[src/rtl/ex_mem_stage.sv]
// EX->MEM pipeline register built as a 2-entry skid buffer with branch resolution.
// Optional macro FWD_BYPASS_EN adds the EX operand-forwarding outputs.
module ex_mem_stage #(
    parameter int unsigned DATA_W     = 32,
    parameter int unsigned REG_ADDR_W = 5
) (
    input  logic                  clk,
    input  logic                  reset,
    input  logic                  flush,
    input  logic                  in_valid,
    output logic                  in_ready,
    input  logic [DATA_W-1:0]     alu_result,
    input  logic                  zero,
    input  logic [DATA_W-1:0]     store_data,
    input  logic [REG_ADDR_W-1:0] rd_addr,
    input  logic                  reg_write,
    input  logic                  mem_read,
    input  logic                  mem_write,
    input  logic                  mem_to_reg,
    input  logic                  branch,
    input  logic [DATA_W-1:0]     branch_target,
    output logic                  out_valid,
    input  logic                  out_ready,
    output logic [DATA_W-1:0]     m_alu_result,
    output logic [DATA_W-1:0]     m_store_data,
    output logic [REG_ADDR_W-1:0] m_rd_addr,
    output logic                  m_reg_write,
    output logic                  m_mem_read,
    output logic                  m_mem_write,
    output logic                  m_mem_to_reg,
    output logic                  branch_taken,
    output logic [DATA_W-1:0]     pc_target
`ifdef FWD_BYPASS_EN
    ,
    output logic                  fwd_valid,
    output logic [REG_ADDR_W-1:0] fwd_rd,
    output logic [DATA_W-1:0]     fwd_data
`endif
);

    typedef struct packed {
        logic [DATA_W-1:0]     alu_result;
        logic [DATA_W-1:0]     store_data;
        logic [REG_ADDR_W-1:0] rd_addr;
        logic                  reg_write;
        logic                  mem_read;
        logic                  mem_write;
        logic                  mem_to_reg;
    } payload_t;

    // Bit 0 is main_v, bit 1 is skid_v, so both handshake outputs come straight off flops.
    typedef enum logic [1:0] {
        EMPTY = 2'b00,
        ONE   = 2'b01,
        FULL  = 2'b11
    } state_t;

    state_t   state_q, state_d;
    payload_t main_q, skid_q, main_d, skid_d, beat;
    logic     accept, emit;
    logic     taken_d;

    assign in_ready  = ~state_q[1];
    assign out_valid = state_q[0];
    assign accept    = in_valid & in_ready & ~flush;
    assign emit      = out_valid & out_ready;

    // Capture sanitising: x0 is never written, and read wins over write.
    always_comb begin
        beat.alu_result = alu_result;
        beat.store_data = store_data;
        beat.rd_addr    = rd_addr;
        beat.reg_write  = reg_write & (rd_addr != '0);
        beat.mem_read   = mem_read;
        beat.mem_write  = mem_write & ~mem_read;
        beat.mem_to_reg = mem_to_reg;
    end

    always_ff @(posedge clk) begin
        if (reset) begin
            state_q      <= EMPTY;
            main_q       <= '0;
            skid_q       <= '0;
            branch_taken <= 1'b0;
            pc_target    <= '0;
        end else begin
            state_q      <= state_d;
            main_q       <= main_d;
            skid_q       <= skid_d;
            branch_taken <= taken_d;
            if (taken_d) begin
                pc_target <= branch_target;
            end
        end
    end

    // Next-state and entry-load decode; flush overrides any transition.
    always_comb begin
        state_d = state_q;
        main_d  = main_q;
        skid_d  = skid_q;
        taken_d = accept & branch & zero;
        unique case (state_q)
            EMPTY: begin
                if (accept) begin
                    main_d  = beat;
                    state_d = ONE;
                end
            end
            ONE: begin
                if (accept && emit) begin
                    main_d = beat;
                end else if (accept) begin
                    skid_d  = beat;
                    state_d = FULL;
                end else if (emit) begin
                    state_d = EMPTY;
                end
            end
            FULL: begin
                if (emit) begin
                    main_d  = skid_q;
                    state_d = ONE;
                end
            end
            default: state_d = EMPTY;
        endcase
        if (flush) begin
            state_d = EMPTY;
        end
    end

    assign m_alu_result = main_q.alu_result;
    assign m_store_data = main_q.store_data;
    assign m_rd_addr    = main_q.rd_addr;
    assign m_reg_write  = main_q.reg_write;
    assign m_mem_read   = main_q.mem_read;
    assign m_mem_write  = main_q.mem_write;
    assign m_mem_to_reg = main_q.mem_to_reg;

`ifdef FWD_BYPASS_EN
    assign fwd_valid = state_q[0] & main_q.reg_write & ~main_q.mem_to_reg;
    assign fwd_rd    = main_q.rd_addr;
    assign fwd_data  = main_q.alu_result;
`endif

endmodule
[config.mk]
export PLATFORM = sky130hd
export DESIGN_NAME = ex_mem_stage
export DESIGN_NICKNAME = d
export VERILOG_FILES = /design/src/rtl/ex_mem_stage.sv
export SDC_FILE = /design/constraint.sdc
export NUM_CORES = 1
export LEC_CHECK = 0
export ABC_AREA = 1
export CAP_MARGIN = 40
export CORE_UTILIZATION = 30
export CTS_CLUSTER_DIAMETER = 80
export DETAILED_ROUTE_END_ITERATION = 8
export PLACE_DENSITY_LB_ADDON = 0.25
export SLEW_MARGIN = 10
export SYNTH_ARGS = -nofsm -noshare
export SYNTH_HDL_FRONTEND = slang
export SYNTH_SLANG_ARGS = --single-unit
[constraint.sdc]
create_clock -name clk -period 1.8 [get_ports clk]
set_input_delay 0.27 -clock clk [delete_from_list [all_inputs] [get_ports clk]]
set_output_delay 0.27 -clock clk [all_outputs]
set_load 0.01 [all_outputs]
== Word level (Yosys, flattened, before mapping) ==
Index checks and enable logic that the tools add are counted.
Operators by class
  equality and inequality tests: 7
  muxes and demuxes: 10
  bitwise gates (word level): 11
  reductions and logical operators: 8
Operators by type and width (count)
  two-way mux 73 bit: 3
  case mux 73 bit (3 select lines): 1
  two-way mux 2 bit: 5
  != test 2 bit, second input constant: 4
  AND reduction 4 bit: 2
  bitwise AND 1 bit: 7
  case mux 2 bit (3 select lines): 1
  nonzero test 5 bit: 1
  NOT 1 bit: 4
  != test 3 bit, second input constant: 1
  AND reduction 3 bit: 1
  nonzero test 3 bit: 1
  == test 2 x 1 -> 1 bit, second input constant: 1
  == test 2 bit, second input constant: 1
  zero test 2 bit: 1
  OR reduction 2 bit: 1
  logical AND 1 bit: 1
Word-level totals
  flip-flop bits (word level): 181
  input bits: 112
  output and inout port bits: 108
  word-level logic and storage cells: 53

== Logic depth before layout (Yosys ltp) ==
  depth in word-level cells: 6
  gate-level depth with buffers: 10

== Worst setup path after synthesis ==
OpenSTA, ideal clock, no wires.
  kind: reg2reg
  start: reg state_q[0]
  end: reg main_q (netlist bit m_alu_result[31])
  data arrival time: 1.598 ns
  slack: 0.089 ns
  cell stages (with the launch flop): 9
  path buffers: 2
  cells stage by stage: dfxtp_1 -> inv_1 -> ha_1 -> inv_1 -> clkbuf_1 -> buf_1 -> nand4_1 -> nand2_1 -> nor2_1
On the way
  cells in the longest elaborated chain, start to end: 4
  elaborated cells on any way between the ends: 11
RTL lines
  start: declaration: RTL line 58  | state_t state_q, state_d;
  start signal: assignment: RTL line 87  | state_q <= state_d;
  bitwise AND 1 bit: RTL line 66  | assign emit = out_valid & out_ready;
  logical AND 1 bit: RTL line 111  | if (accept && emit) begin
  != test 2 bit (no line)
  AND reduction 4 bit (no line)
  end signal: assignment: RTL line 88  | main_q <= main_d;
  end: declaration: RTL line 59  | payload_t main_q, skid_q, main_d, skid_d, beat;
Parallel ways exist; a longest one is shown, timed or not.
A chain may end at the register's enable or synchronous reset.

== Final worst setup path ==
  start: reg state_q[0]
  end: reg main_q (netlist bit m_alu_result[21])
Same word-level chain as after synthesis.

==> summary.txt <==
Drt
  – DR pass1 iterations: 4
  – Antenna Nets Post-Route: 0
  – Final WL: 23.60 mm
  – DRC viols: 0
  – Via count: 7550
  – DR vias/cell: 4.692
  – Wire per inst: 14.67 µm
  – Iter 0 DRT Violations: 407

Critical path
  – WS Path Type: reg -> reg
  – WP data required: 2.15 ns
  – Critical path launch point type: flip-flop
  – Setup slack, reg-to-reg: 0.14 ns
  – CP max-delay cell: dfxtp_2
  – Crit path buffers/inverters: 4
  – CP peak stage delay: 0.34 ns
  – Worst EP arrival: 2.01 ns
  – Crit-path leading delay family: buffers and inverters
  – Worst-path maximum fanout: 31
  – Critical path, cell by cell: buf_4 -> ha_4 -> inv_2 -> a21oi_2 -> a21oi_4 -> inv_2 -> nor2_4 -> buf_12 -> nor2_1 -> nor2_1
  – Crit path capture type: flip-flop

Timing
  – Unrepaired setup endpoints after global routing: no
  – Setup ws final: 0.1392 ns
  – Worst slew pin tran: 0.3979 ns
  – Normalized max-slew margin: 73.47%
  – Tmin final: 1.661 ns
  – Peak Freq: 602.1 MHz
  – Count of final max-slew check failures: 0
  – Worst hold margin: 0.4543 ns
  – Period utilisation layout: 92.27%
  – Final setup violation count: 0
  – Post-Route Skew: 0.008360 ns
  – Hold Vio Cnt, Final: 0

Final layout
  – Synth-to-layout area growth: 43.79%
  – # fillers: 2521
  – Most frequent cells in the layout: nor2_1, clkdlybuf4s50_1, dfxtp_1
  – Most common cell after layout, fill and taps aside: nor2_1
  – Share of cells above drive strength 1: 7.126%
  – Most flops, register: skid_q
  – Largest register FFs: 73
  – Nets@finish: 1380
  – Post-route insts no fill: 1609

Place
  – Placed insts: 1575
  – Pre-CTS setup slack: -0.1734 ns
  – Port bufs: 219
  – RePlAce Congestion: 0.7557
  – Post-DP HPWL: 15.42 mm

Clock network
  – CTS H-tree depth: 4
  – Clock sink total: 181
  – CTS tree: yes
  – Max clock buf depth: 2
  – Worst-skew pair later-pin latency: 0.42 ns
  – CTS Buf Count: 17
  – Root Buffer: clkbuf_16
  – Post-cts hold buffer count: 0
  – Reg clk slew, reported paths: 0.07 ns

Synth
  – Synth area leaders: dfxtp_1, nor2_1, nand2_1
  – Cell count after synthesis: 1072
  – Yosys warnings: 0
  – Netlist cell types: 20
  – Synth Flop Type: dfxtp_1
  – Synth async-reset ratio: 0%
  – Cell taking the most area after synthesis: dfxtp_1
  – Seq cells post-synth: 181
  – Syn nets: 1188
  – Synth top area share: 47.04%
  – Post-synth EDFFs: 0
  – Seq/Total Area, Yosys: 47.04%
  – Post-synthesis cell area: 7704 µm²
  – Avg Cell Area, Syn: 7.186 µm²

Floorplan
  – # IOs: 220
  – Number of rows in the core area: 58
  – Die H: 162.2 µm
  – Starting density of the core: 30.59%
  – Die Area: 26320 µm²
  – Core Box Area: 25180 µm²
  – Die width: 162.2 µm

Power
  – Switch Pwr: 2.986 mW
  – Seq pwr share: 43.1%
  – Clock power frac: 36.2%
  – Pint: 7.413 mW
  – Peak supply drop: 0.4984 mV
  – Pwr Density: 938.8 nW/µm²
  – Combinational fraction of design power: 20.7%
  – Sw Share: 28.71%
  – Leak pwr: 4.522 nW

GRT
  – Initial antenna violation count: 2
  – Total track usage: 18.09%
  – Vias in the first global route: 6977
  – Pin count of the biggest net entering global routing: 57
  – Overflow after GRT: 0
  – First-pass GRT wire length: 37.62 mm

Hold path
  – Worst Hold Class: in -> reg

Run status
  – Status: finished, final reports clean

Run
  – MaxCap Viol Count: 0
metrics by stage:
stage	power, mW	util (%)	instance area [µm²]	setup TNS [ns]
finish	10.40	43.99	11080	0
global route	10.98	43.98	11070	0
CTS	10.56	43.95	11070	0
detailed placement	6.749	41.62	10480	-16.44
global placement	6.725	41.62	10480	-16.06
floorplan	5.543	-	7704	0
cells in the mapped netlist, types with 8 or more instances:
cell and number:
nor2_1 356, dfxtp_1 181, nand2_1 156, o21ai_0 104, nand4_1 73, a21boi_0 67
clkbuf_1 38, buf_2 26, buf_1 13, a21oi_1 12, inv_1 12, buf_4 10
nand3_1 8
layer usage:
layer  wire, µm  vias up  global-route usage [%]
met3       1095       23                   4.035
met1      11120     3467                   24.01
li1           -     3882                       -
met2      11000      176                   29.25
met4        369        2                   5.103
met5         12        -                       0
final timing paths:
path	start	endpoint	cells after the start
max	state_q[0]$_SDFFE_PP0P_	m_alu_result[21]$_SDFFE_PP0P_	10
min	store_data[18]	skid_q[27]$_SDFFE_PP0P_	3
max reg2reg	state_q[0]$_SDFFE_PP0P_	m_alu_result[21]$_SDFFE_PP0P_	10
min reg2reg	skid_q[1]$_SDFFE_PP0P_	skid_q[1]$_SDFFE_PP0P_	2
layout make-up:
| type | instances | area, µm² | share of cell area [%] |
|---|---|---|---|
| multi-input cells | 786 | 3636 | 32.82 |
| flip-flops and latches | 181 | 3626 | 32.73 |
| repair buffers | 260 | 2739 | 24.73 |
| clock buffers | 17 | 425.4 | 3.840 |
| well taps | 330 | 412.9 | 3.728 |
| clock inverters | 15 | 162.7 | 1.468 |
| inverters | 18 | 70.07 | 0.6326 |
| diodes | 2 | 5.005 | 0.04518 |
power groups by stage:
stage	clock, mW	combinational (mW)	sequential [mW]
6_report	3.77	2.15	4.48
5_1_grt	4.09	2.37	4.52
4_1_cts	3.90	2.18	4.49
3_5_place_dp	0	2.17	4.58
3_3_place_gp	0	2.15	4.57
2_1_floorplan	0	0.864	4.68
worst register-to-register path: stages (launching register included):
cell,delay (ns)
dfxtp_2,0.34
buf_4,0.14
ha_4,0.18
inv_2,0.08
a21oi_2,0.05
a21oi_4,0.14
inv_2,0.06
nor2_4,0.21
buf_12,0.23
nor2_1,0.07
nor2_1,0.11
cells by family (layout without fill, tap and decap cells):
group / count (synthesis) / count (layout) / synth area share [%]
adders and majority gates: 4 / 4 / 0.6497
AOI/OAI and AO/OA: 185 / 185 / 14.39
and+or+nand+nor: 597 / 597 / 31.90
buffers and inverters: 105 / 310 / 6.026
DFF: 181 / 181 / 47.04
other: 0 / 2 / 0
timing repair:
item,4_1_cts,5_1_grt
gates resized for setup,2,2
endpoints found under the setup margin,2,19
setup buffers,0,0
Power figures use the tool's default switching activity.
